File: config.mk
export PLATFORM = sky130hd
export DESIGN_NAME = uart_tx_sched
export DESIGN_NICKNAME = d
export VERILOG_FILES = /design/src/rtl/uart_tx_sched.sv
export SDC_FILE = /design/constraint.sdc
export NUM_CORES = 1
export LEC_CHECK = 0
export CORE_MARGIN = 3
export CORE_UTILIZATION = 38
export DETAILED_ROUTE_END_ITERATION = 7
export PLACE_DENSITY = 0.74
export SLEW_MARGIN = 30
export SYNTH_ARGS = -nofsm -noshare
export SYNTH_HDL_FRONTEND = slang
export SYNTH_SLANG_ARGS = --single-unit
export TNS_END_PERCENT = 50
File: constraint.sdc
create_clock -name CLK -period 1.54 [get_ports CLK]
set_input_delay 0.308 -clock CLK [delete_from_list [all_inputs] [get_ports CLK]]
set_output_delay 0.308 -clock CLK [all_outputs]
set_load 0.005 [all_outputs]
File: src/rtl/uart_tx_sched.sv
// rtl/uart_tx_sched.sv - shares one UART TX between RF read bytes and two-byte ALU results.
// Optional build macro UART_TX_SCHED_RR_EN selects round-robin arbitration (default: ALU over RF).
module uart_tx_sched #(
  parameter int DATA_WIDTH = 8
) (
  input  logic                    CLK,
  input  logic                    RST,
  input  logic [DATA_WIDTH-1:0]   RF_RD_DATA,
  input  logic                    RF_RD_VALID,
  output logic                    RF_RD_READY,
  input  logic [2*DATA_WIDTH-1:0] ALU_OUT,
  input  logic                    ALU_OUT_VALID,
  output logic                    ALU_READY,
  input  logic                    TX_BUSY,
  output logic [DATA_WIDTH-1:0]   TX_P_DATA,
  output logic                    TX_DATA_VALID,
  output logic                    SCHED_BUSY,
  output logic                    GRANT_ALU
);

  localparam logic [1:0] S_IDLE      = 2'd0;
  localparam logic [1:0] S_LOAD      = 2'd1;
  localparam logic [1:0] S_WAIT_ACK  = 2'd2;
  localparam logic [1:0] S_WAIT_DONE = 2'd3;

  logic [1:0]            r_state;
  logic [DATA_WIDTH-1:0] r_p_data;
  logic [DATA_WIDTH-1:0] r_hi_byte;
  logic                  r_idx;
  logic                  r_grant_alu;
`ifdef UART_TX_SCHED_RR_EN
  logic                  r_last_alu;
`endif

  logic w_grant;
  logic w_pick_alu;

  // RST gates the strobes so every output drops the instant reset asserts.
  assign w_grant = (r_state == S_IDLE) && !TX_BUSY && !RST && (RF_RD_VALID || ALU_OUT_VALID);

`ifdef UART_TX_SCHED_RR_EN
  assign w_pick_alu = (RF_RD_VALID && ALU_OUT_VALID) ? !r_last_alu : ALU_OUT_VALID;
`else
  assign w_pick_alu = ALU_OUT_VALID;
`endif

  assign RF_RD_READY   = w_grant && !w_pick_alu;
  assign ALU_READY     = w_grant && w_pick_alu;
  assign TX_DATA_VALID = (r_state == S_LOAD);
  assign SCHED_BUSY    = (r_state != S_IDLE);
  assign TX_P_DATA     = r_p_data;
  assign GRANT_ALU     = r_grant_alu;

  always_ff @(posedge CLK or posedge RST) begin
    if (RST) begin
      r_state     <= S_IDLE;
      r_p_data    <= '0;
      r_hi_byte   <= '0;
      r_idx       <= 1'b0;
      r_grant_alu <= 1'b0;
`ifdef UART_TX_SCHED_RR_EN
      r_last_alu  <= 1'b1;
`endif
    end else begin
      case (r_state)
        S_IDLE: begin
          if (w_grant) begin
            r_grant_alu <= w_pick_alu;
            r_idx       <= 1'b0;
            r_hi_byte   <= ALU_OUT[2*DATA_WIDTH-1:DATA_WIDTH];
            r_p_data    <= w_pick_alu ? ALU_OUT[DATA_WIDTH-1:0] : RF_RD_DATA;
`ifdef UART_TX_SCHED_RR_EN
            r_last_alu  <= w_pick_alu;
`endif
            r_state     <= S_LOAD;
          end
        end
        S_LOAD: r_state <= S_WAIT_ACK;
        S_WAIT_ACK: begin
          if (TX_BUSY) r_state <= S_WAIT_DONE;
        end
        S_WAIT_DONE: begin
          if (!TX_BUSY) begin
            // ALU words go out low byte first, high byte straight after.
            if (r_grant_alu && !r_idx) begin
              r_idx    <= 1'b1;
              r_p_data <= r_hi_byte;
              r_state  <= S_LOAD;
            end else begin
              r_state  <= S_IDLE;
            end
          end
        end
        default: r_state <= S_IDLE;
      endcase
    end
  end

endmodule

-- Yosys cells after proc, flatten, opt, wreduce, memory -nomap -nowiden
Index checks and enable logic that the tools add are counted.
- register bits: 20
- input bits: 29
- output and inout port bits: 13
- word-level logic and storage cells: 43
- equality and inequality tests: 7
- muxes and demuxes: 14
- reductions and logical operators: 17
- operator list (kind ; number):
    $mux 8 ; 4
    $pmux 8 s2 ; 1
    $ne 2x2->1 const B ; 4
    $pmux 2 s4 ; 1
    $logic_and 1x1->1 ; 6
    $mux 2 ; 3
    $eq 2x2->1 const B ; 2
    $logic_not 1->1 ; 4
    $mux 1 ; 4
    $reduce_and 4->1 ; 1
    $reduce_bool 2->1 ; 2
    $reduce_and 3->1 ; 1
    $eq 2x1->1 const B ; 1
    $logic_not 2->1 ; 1
    $pmux 1 s2 ; 1
    $reduce_and 2->1 ; 1
    $logic_or 1x1->1 ; 1

-- Longest topological paths before layout
- word-level depth: 6
- gate-level depth with buffers: 6
- depth with buffers taken out: 6

-- Worst setup path before layout
OpenSTA, ideal clock, no wires.
- path type: register to register
- start: reg r_state[0]
- end: reg r_p_data[0], in the netlist TX_P_DATA[0]
- library setup time: 0.125 ns
- data arrival time: 1.555 ns
- data required time: 1.415 ns
- slack: -0.139 ns
- cell stages (with the launch flop): 7
- buffers on the path: 0
- clock period less this slack: 1.679 ns
- cells stage by stage: dfrtp_1 -> inv_1 -> ha_1 -> a21o_1 -> o31a_1 -> nor2_4 -> mux2_2
- longest elaborated chain between the ends: 6
- elaborated cells between the ends (all ways): 11
- those cells by class: eq/ne (4); mux (1); reduce/logical (6)
- RTL lines (what ; RTL line ; source):
    start: declaration ; 26 ; logic [1:0] r_state;
    start signal: assignment ; 56 ; r_state <= S_IDLE;
    start signal: assignment ; 75 ; r_state <= S_LOAD;
    start signal: assignment ; 78 ; S_LOAD: r_state <= S_WAIT_ACK;
    $logic_not 2->1 ; 39, 65 ;
    $logic_and 1x1->1 (3 in a row) ; 39 ; assign w_grant = (r_state == S_IDLE) && !TX_BUSY && !RST && (RF_RD_VALID || ALU_OUT_VALID);
    $ne 2x2->1 (no source line) ; - ;
    $reduce_and 4->1 (no source line) ; - ;
    end signal: assignment ; 71 ; r_p_data <= w_pick_alu ? ALU_OUT[DATA_WIDTH-1:0] : RF_RD_DATA;
    end signal: assignment ; 87 ; r_p_data <= r_hi_byte;
    end: declaration ; 27 ; logic [DATA_WIDTH-1:0] r_p_data;
Parallel ways exist; a longest one is shown, timed or not.
A chain may end at the register's enable or synchronous reset.

-- Worst setup path after layout
- start: reg r_state[0]
- end: reg r_p_data[4], in the netlist TX_P_DATA[4]
The elaborated chain is that of the path after synthesis.

==> results.md <==
- Status: finished with violations
- Failing checks: setup timing
- Setup WS post-layout: -0.1906 ns
- Total gr overflow: 0
- Top_reg_cell synth: dfrtp_1
- Pwr/cell area: 1859 nW/um2
- Maximum vdd ir drop: 1314 uV
- End of the critical path: TX_P_DATA[4]
- R2R Setup Slk: -0.19 ns
- Post-route ant nets: 0
- Drt first pass iters: 4
- RSZ-0062 raised after global routing: yes
- Switching fraction of total power: 0.3114
- Vias per Instance: 5.026
- Arrival time at the worst endpoint: 1.92 ns
- H-Tree Depth: 1
- Clk pwr share: 0.118
- I/O pin total: 42
- Largest net degree at the start of global routing: 13
- 1st-iter DRT viols: 24
- Hold WS: 0.3043 ns
- Post-route minimum period: 1.731 ns
- CTS tree: yes
- Max Clk Rate: 577.8 MHz
- Pint: 2.471 mW
- Netlist Area Pre-Place: 1050 um2
- DP Wirelength: 2037 um
- Register share of total power: 0.264
- CP max FO: 5
- Global-route wire length before repair: 5271 um
- Port Buffers: 41
- DR WL met2: 1519 um
- Maximum root-to-sink buffer count: 2
- Syn Inst Count: 90
- Area fraction of the dominant cell type after synthesis: 0.4768
- Finished Core Util: 0.7586
- Crit path from: r_state[0]
- CTS root buf: clkbuf_4
- Critical path class: reg2reg
- Clk_skew: 0.002273 ns
- Finished Cell Area: 1931 um2
- Gate power share: 0.619
- EDFF count, synth: 0
- Die Wd: 58.56 um
- CP required: 1.73 ns
- Top-count cell post-synth: dfrtp_1
- Crit share post-route: 1.124
- Ys async rst share: 1.000
- Number of global-route vias before repair: 1087
- Tightest Hold Check Type: in2async
- Synth cell count leaders: dfrtp_1, mux2_2, mux2i_1
- Max cap viols: 0
- Syn_nets: 124
- Initial Utilization: 0.4125
- Filler cells: 175
- Sequential cell area fraction in the yosys report: 0.4768
- Vias: 965
- Die Area: 3429 um2
- Reg2reg end: TX_P_DATA[4]
- Rows: 18
- Normalized max-slew margin: 0.7827
- Worst r2r src: r_state[0]
- Distinct cells, synth: 18
- Area Overhead vs Synth: 83.91%
- Clk_lat worst skew: 0.29 ns
- FF+latch count, synth: 20
- Clk sinks: 20
- Core Box Area: 2545 um2
- Least-Margin Pin Slew: 0.3252 ns
- Clock slew at reported path FFs: 0.11 ns
- Sw Pwr: 1.118 mW
- Worst setup EP type: flip-flop
- Worst setup SP type: flip-flop
- Synth area leaders: dfrtp_1, mux2_2, mux2i_1
- All-Layer GR Usage: 0.2038
- Tot Pwr: 3.589 mW
- Slew Limit Fails: 0
- Routed len/inst: 15.62 um
- Final setup violation count: 14
- Final WL: 2999 um
- Layout cells sized above 1: 0.4321
- GP Congestion: 0.7517
- Fin. Hold Viols: 0
- Syn. warnings: 0
- Top Metal Used: met4
- CTS Buf Count: 3
- Leakage: 0.9568 nW
- Die H: 58.56 um
- Largest area contributor in the netlist: dfrtp_1
- Initial antenna violation count: 0
- Final nets: 197
- Cell Area, Placed: 1643 um2
- FF-to-FF path depth: 7
- Met1 wire length: 1214 um
- DRC viols: 0
- Met3 wire length: 197 um
- Antenna cells: 0
- Syn Area/Cell: 11.66 um2
power by group through the flow:
stage,Clock (mW),Combinational (mW),Sequential [mW]
3_3_place_gp,0,1.57,0.943
2_1_floorplan,0,0.876,0.940
4_1_cts,0.434,2.26,0.941
6_report,0.423,2.22,0.946
5_1_grt,0.461,2.42,0.977
3_5_place_dp,0,1.63,0.958
placed cells by master (no fill, tap or decap), types with 2 or more instances in the layout:
| master | count |
|---|---|
| dfrtp_1 | 20 |
| buf_4 | 22 |
| mux2_2 | 8 |
| nand2_1 | 8 |
| mux2_4 | 10 |
| a21o_1 | 2 |
| inv_1 | 2 |
| inv_4 | 2 |
| ha_4 | 3 |
| clkdlybuf4s50_1 | 27 |
| mux2i_1 | 9 |
| ha_1 | 2 |
| dlymetal6s2s_1 | 6 |
| buf_6 | 10 |
| clkbuf_4 | 3 |
| dlygate4sd2_1 | 4 |
| o21ai_0 | 8 |
| nor2_2 | 2 |
critical path: stages (launching register included):
cell     delay, ns
dfrtp_1       0.43
buf_6         0.14
ha_4          0.16
buf_12        0.12
mux2i_4       0.18
nor2_4        0.15
buf_6         0.15
mux2_4        0.30
metal layers:
metal	global-route usage	vias to the layer above
met5	0	-
met4	0.06954	0
li1	-	454
met2	0.3525	41
met1	0.2542	462
met3	0.03728	8
kinds of logic (layout without fill, tap and decap cells):
family | count (synthesis) | in the layout | synth area share
and+or+nand+nor | 16 | 16 | 0.07032
buffers and inverters | 8 | 80 | 0.03099
adders and majority gates | 5 | 5 | 0.05959
DFF | 20 | 20 | 0.4768
muxes | 28 | 28 | 0.2884
AOI/OAI and AO/OA | 13 | 13 | 0.07389
sequential cells by signal, summed over array words and instances, names as in the netlist:
register	count
TX_P_DATA	8
r_hi_byte	8
r_state	2
GRANT_ALU	1
r_idx	1
through the flow:
step	worst slack [ns]	TNS, ns	cells
after global placement	-0.5194	-6.888	174
after CTS	-0.2046	-2.379	193
after detailed placement	-0.5491	-7.351	174
after floorplan	-0.06051	-0.5065	90
after global routing	-0.2340	-2.840	192
final	-0.1906	-2.270	192
layout make-up:
type / count / area, um2 / area share
inverters: 5 / 23.77 / 0.01231
multi-input cells: 62 / 633.1 / 0.3279
clock buffers: 3 / 22.52 / 0.01167
repair buffers: 71 / 683.2 / 0.3539
flip-flops and latches: 20 / 500.5 / 0.2592
clock inverters: 1 / 30.03 / 0.01555
well taps: 30 / 37.54 / 0.01944
repair_timing:
item                       4_1_cts  5_1_grt
hold buffers                     0        0
cloned                           1        0
resized for setup               46       14
pin swaps                        7        4
setup endpoints to repair       14       21
setup buffers                   14        1
how the worst min path moves through the flow:
stage                 start            to  slack [ns]  cells after the start
6_report                RST  TX_P_DATA[1]        0.30                      4
5_1_grt                 RST  TX_P_DATA[4]        0.33                      4
4_1_cts                 RST  TX_P_DATA[1]        0.28                      4
3_5_place_dp   TX_P_DATA[3]  TX_P_DATA[3]        0.49                      1
3_3_place_gp   r_hi_byte[6]  r_hi_byte[6]        0.49                      1
2_1_floorplan           RST     GRANT_ALU        0.27                      1
No activity file was read; power rests on OpenSTA's default activity.
